`src/rtl/mux_nto1_skid.sv`:
```
// mux_nto1_skid: N-to-1 word select feeding a 2-entry skid buffer with registered in_ready.
// Optional saturating error counter enabled by MUX_NTO1_SKID_ERRCNT_EN.
`default_nettype none

module mux_nto1_skid #(
  parameter int WIDTH = 16,
  parameter int NCH   = 9,
  parameter int SELW  = 4
) (
  input  logic                   clk,
  input  logic                   reset,
  input  logic [NCH*WIDTH-1:0]   in_data,
  input  logic [SELW-1:0]        sel,
  input  logic                   in_valid,
  output logic                   in_ready,
  output logic [WIDTH-1:0]       out_data,
  output logic                   out_valid,
  input  logic                   out_ready,
  output logic                   sel_err,
  output logic [7:0]             err_count
);

  localparam logic [1:0] EMPTY = 2'd0;
  localparam logic [1:0] ONE   = 2'd1;
  localparam logic [1:0] TWO   = 2'd2;

  logic [1:0]       state;
  logic [1:0]       state_nxt;
  logic             ready_q;
  logic [WIDTH-1:0] main_word;
  logic             main_err;
  logic [WIDTH-1:0] skid_word;
  logic             skid_err;
  logic [WIDTH-1:0] sel_word;
  logic             sel_bad;
  logic             accept;
  logic             transfer;

  // Out-of-range selects fall through the loop untouched: all ones, flagged.
  always_comb begin
    sel_word = '1;
    sel_bad  = 1'b1;
    for (int k = 0; k < NCH; k++) begin
      if (sel == SELW'(k)) begin
        sel_word = in_data[k*WIDTH +: WIDTH];
        sel_bad  = 1'b0;
      end
    end
  end

  assign in_ready  = ready_q;
  assign out_valid = (state != EMPTY);
  assign out_data  = main_word;
  assign sel_err   = main_err;
  assign accept    = in_valid && ready_q;
  assign transfer  = out_valid && out_ready;

  always_comb begin
    state_nxt = state;
    case (state)
      EMPTY: if (accept) state_nxt = ONE;
      ONE: begin
        if (accept && !transfer)      state_nxt = TWO;
        else if (transfer && !accept) state_nxt = EMPTY;
      end
      TWO: if (transfer) state_nxt = ONE;
      default: state_nxt = EMPTY;
    endcase
  end

  always_ff @(posedge clk) begin
    if (reset) begin
      state     <= EMPTY;
      ready_q   <= 1'b0;
      main_word <= '0;
      main_err  <= 1'b0;
      skid_word <= '0;
      skid_err  <= 1'b0;
    end else begin
      state   <= state_nxt;
      // Ready is a pure function of the next occupancy, so no path from out_ready.
      ready_q <= (state_nxt != TWO);
      if (accept && (state == EMPTY || (state == ONE && transfer))) begin
        main_word <= sel_word;
        main_err  <= sel_bad;
      end else if (state == TWO && transfer) begin
        main_word <= skid_word;
        main_err  <= skid_err;
      end
      if (accept && state == ONE && !transfer) begin
        skid_word <= sel_word;
        skid_err  <= sel_bad;
      end
    end
  end

`ifdef MUX_NTO1_SKID_ERRCNT_EN
  logic [7:0] err_cnt;

  always_ff @(posedge clk) begin
    if (reset) begin
      err_cnt <= 8'd0;
    end else if (accept && sel_bad && err_cnt != 8'hFF) begin
      err_cnt <= err_cnt + 8'd1;
    end
  end

  assign err_count = err_cnt;
`else
  assign err_count = 8'd0;
`endif

endmodule

`default_nettype wire

```
`config.mk`:
```
export PLATFORM = sky130hd
export DESIGN_NAME = mux_nto1_skid
export DESIGN_NICKNAME = d
export VERILOG_FILES = /design/src/rtl/mux_nto1_skid.sv
export SDC_FILE = /design/constraint.sdc
export NUM_CORES = 1
export LEC_CHECK = 0
export BUFFER_PORTS_ARGS = -buffer_cell sky130_fd_sc_hd__buf_4
export CAP_MARGIN = 10
export CORE_MARGIN = 2
export CORE_UTILIZATION = 49
export DETAILED_ROUTE_END_ITERATION = 8
export HOLD_SLACK_MARGIN = 0.08
export PLACE_DENSITY = 0.95
export SLEW_MARGIN = 20
export SYNTH_ARGS = -nofsm -noshare
export SYNTH_HDL_FRONTEND = slang
export SYNTH_SLANG_ARGS = --single-unit
```
`constraint.sdc`:
```
create_clock -name clk -period 2.3 [get_ports clk]
set_input_delay 0.23 -clock clk [delete_from_list [all_inputs] [get_ports clk]]
set_output_delay 0.23 -clock clk [all_outputs]
set_load 0.005 [all_outputs]
```
==> run metrics <==
status finished clean; FF-to-FF path depth 4; area growth from synthesis to layout 40.80%; DRT iter0 DRCs between 300 and 400; num ports around 180; Critical Path RT roughly 2.5 ns; Synth area leader dfxtp_1; row count 29; CP Capture Type register; DR vias/cell 6.122; top cell type's share of synthesized area between 20% and 30%; critical path, cell by cell buf_4 -> inv_1 -> o22ai_1 -> a222oi_1 -> o21ai_0 -> a21oi_1; Final Cell Area 4434 um2; Hold WC Path Type input port to register; Tot Pwr 1.766 mW; Mapped Cells a little over 400; crit share post-route between 80 and 90%; CTS Hold Bufs 0; DRC 0; Area after DPL around 4300 um2; critical path type input port to register; Slew HR between 50% and 60%; worst path arrival time around 2.1 ns; die height 84.17 um; Pwr Density about 400 nW/um2; CTS tree yes; Num CTS Buffers 5; vias in the first global route between 3000 and 4000; CP max stage cell a222oi_1; reg2reg setup slack 0.58 ns; Yosys reg bits 37; Final Critical Period about 1.9 ns; Synth Area in Adders 0%; Cell Area, Synth approximately 3100 um2; Net count, final a little over 700; largest family of logic cells by synthesized area compound AO/OA/AOI/OAI gates; RD Place Congestion roughly 0.94; CP endpoint out_data[8]; Async S/R FF share, synth 0%; fin util 70.64%; Slew Viols, Final 0; Core ar. roughly 6300 um2; PortBufs 170; WL/cell about 17 um; register area share after synthesis 23.52%; via count 3857; Synth Area in Compound Gates between 30% and 40%; worst reg2reg path endpoint out_data[15]; Post-Route WL ~11000 um; Worst Skew around 0.0035 ns; Post-synth EDFFs 0; fillers between 400 and 500; Critical Path Stages 6; Die Area about 7000 um2; simple-gate share of the synthesized area ~23%; Post-CTS Resized 0; post-synthesis xor/xnor area fraction 0%; Least-Margin Pin Slew around 0.64 ns; DP HPWL between 8000 and 9000 um; max cap viols 0; reg-to-reg critical path startpoint state[1]; Die Wd approximately 84 um; crit path launch type input port; Starting Density 50.17%; synth top area cells dfxtp_1 24%, mux2i_1 11%, o21ai_0 4.9%; Crit. Startpoint sel[2]; H-Tree Depth 2; Clock Sinks 37; register area ~740 um2; RSZ-0062 raised after global routing false; CP delay by family, top compound AO/OA/AOI/OAI gates; ANT cells 0; most common cell after layout, fill and taps aside buf_4; synth warn 0; Overflow after GRT 0; proportion of synthesized area in mux cells about an eighth; gr usage total 30.09%; CTS max path bufs 2; Final setup viols 0; Detailed Routing Iterations Pass 1 7; first-pass GRT wire length 17560 um; commonest non-fill, non-tap cells in the layout 179 x buf_4, 39 x nor2_1, 38 x nand2_1, 37 x dfxtp_1, 36 x mux2i_1; main flop type after synthesis dfxtp_1; Final Hold Vio Count 0; layout cells sized above 1 35.80%; Worst-path clk slew ~0.070 ns; largest net degree at the start of global routing between 40 and 50; clk_lat worst skew approximately 0.29 ns; maximum vdd drop between 200 and 300 uV; CP max FO 34; Root Buffer clkbuf_8; Cell variety after synth 59; Setup Buffers After CTS 0; antenna violations before repair 0; area occupied by multi-input gates ~2200 um2; mean post-synth cell area just under 8 um2; f_max between 0.5 and 0.6 GHz; Crit path largest cell delay approximately 0.56 ns; Static Leak about 1.9 nW; setup TNS 0 ns; worst path bufs/invs 2; Final ANT Viol Nets 0
-- report_power, final --
group / internal (mW) / total [mW] / switching, mW / leakage, nW
logic: 0.338 / 0.616 / 0.278 / 1.58
clock network: 0.238 / 0.455 / 0.218 / 0.0443
registers: 0.672 / 0.694 / 0.0218 / 0.302
-- routing by layer --
metal	global-route usage, %	vias to the layer above	part of all wire, %	routed length [um]
met5	0	-	0	0
met4	12.90	0	3.4	379
met3	5.506	41	8.1	889
met2	51.08	226	50	5487
met1	37.33	1788	39	4254
li1	-	1802	-	-
-- state kept, by name, summed over array words and instances (netlist names) --
register	cells
in_ready	1
out_data	16
sel_err	1
skid_err	1
state	2
skid_word	16
-- per-stage QoR --
stage          std cells  setup slack [ns]  hold WS [ns]
6_report             630            0.3854        0.2180
5_1_grt              630            0.2905        0.2390
4_1_cts              630            0.4550        0.2260
3_5_place_dp         623            0.1585        0.4506
3_3_place_gp         623            0.2495        0.4444
2_1_floorplan        410            0.6810        0.3543
-- Yosys cell counts, drive strengths merged, types with 2 or more instances --
master	count
or2	2
o32ai	2
or3b	4
o41ai	2
or3	2
nor3b	5
a311oi	2
nand4b	2
o22ai	13
o22a	2
buf	28
mux2	3
inv	2
nand3	3
a211oi	16
mux2i	36
dfxtp	37
nor2b	15
clkbuf	15
nand3b	7
a32o	4
a221oi	8
nor3	7
a21boi	9
o211ai	2
a21oi	15
a222oi	3
nand2b	7
nor2	39
nand2	38
a31oi	12
a22oi	7
a22o	10
o21ai	32
-- cell families (layout without fill, tap and decap cells) --
group / after synthesis / in the layout
other: 1 / 8
AND/OR/NAND/NOR: 136 / 136
AO/OA/AOI/OAI: 145 / 145
flip-flops: 37 / 37
buffers and inverters: 45 / 188
multiplexers: 39 / 39
-- tightest hold or removal path, delay by kind of cell --
family                 cells  cell delay, ns
AND/OR/NAND/NOR            1            0.07
buffers and inverters      1            0.11
AO/OA/AOI/OAI              1            0.05
-- final cells by class --
| class | count | area share (%) |
|---|---|---|
| clock buffer | 7 | 1.947 |
| inverter | 2 | 0.1693 |
| multi-input combinational | 328 | 48.70 |
| sequential | 37 | 16.70 |
| tap | 77 | 2.173 |
| timing repair buffer | 179 | 30.30 |
-- worst min-delay path by stage --
stage                        startpoint            end  slack (ns)  cells after the start
after floorplan               out_ready       in_ready        0.35                      2
after global placement    skid_word[14]  skid_word[14]        0.44                      2
after detailed placement   skid_word[3]   skid_word[3]        0.45                      2
after CTS                     out_ready       in_ready        0.23                      3
after global routing          out_ready       in_ready        0.24                      3
final                         out_ready       in_ready        0.22                      3
Note: power is estimated with default switching activity, not from simulation.
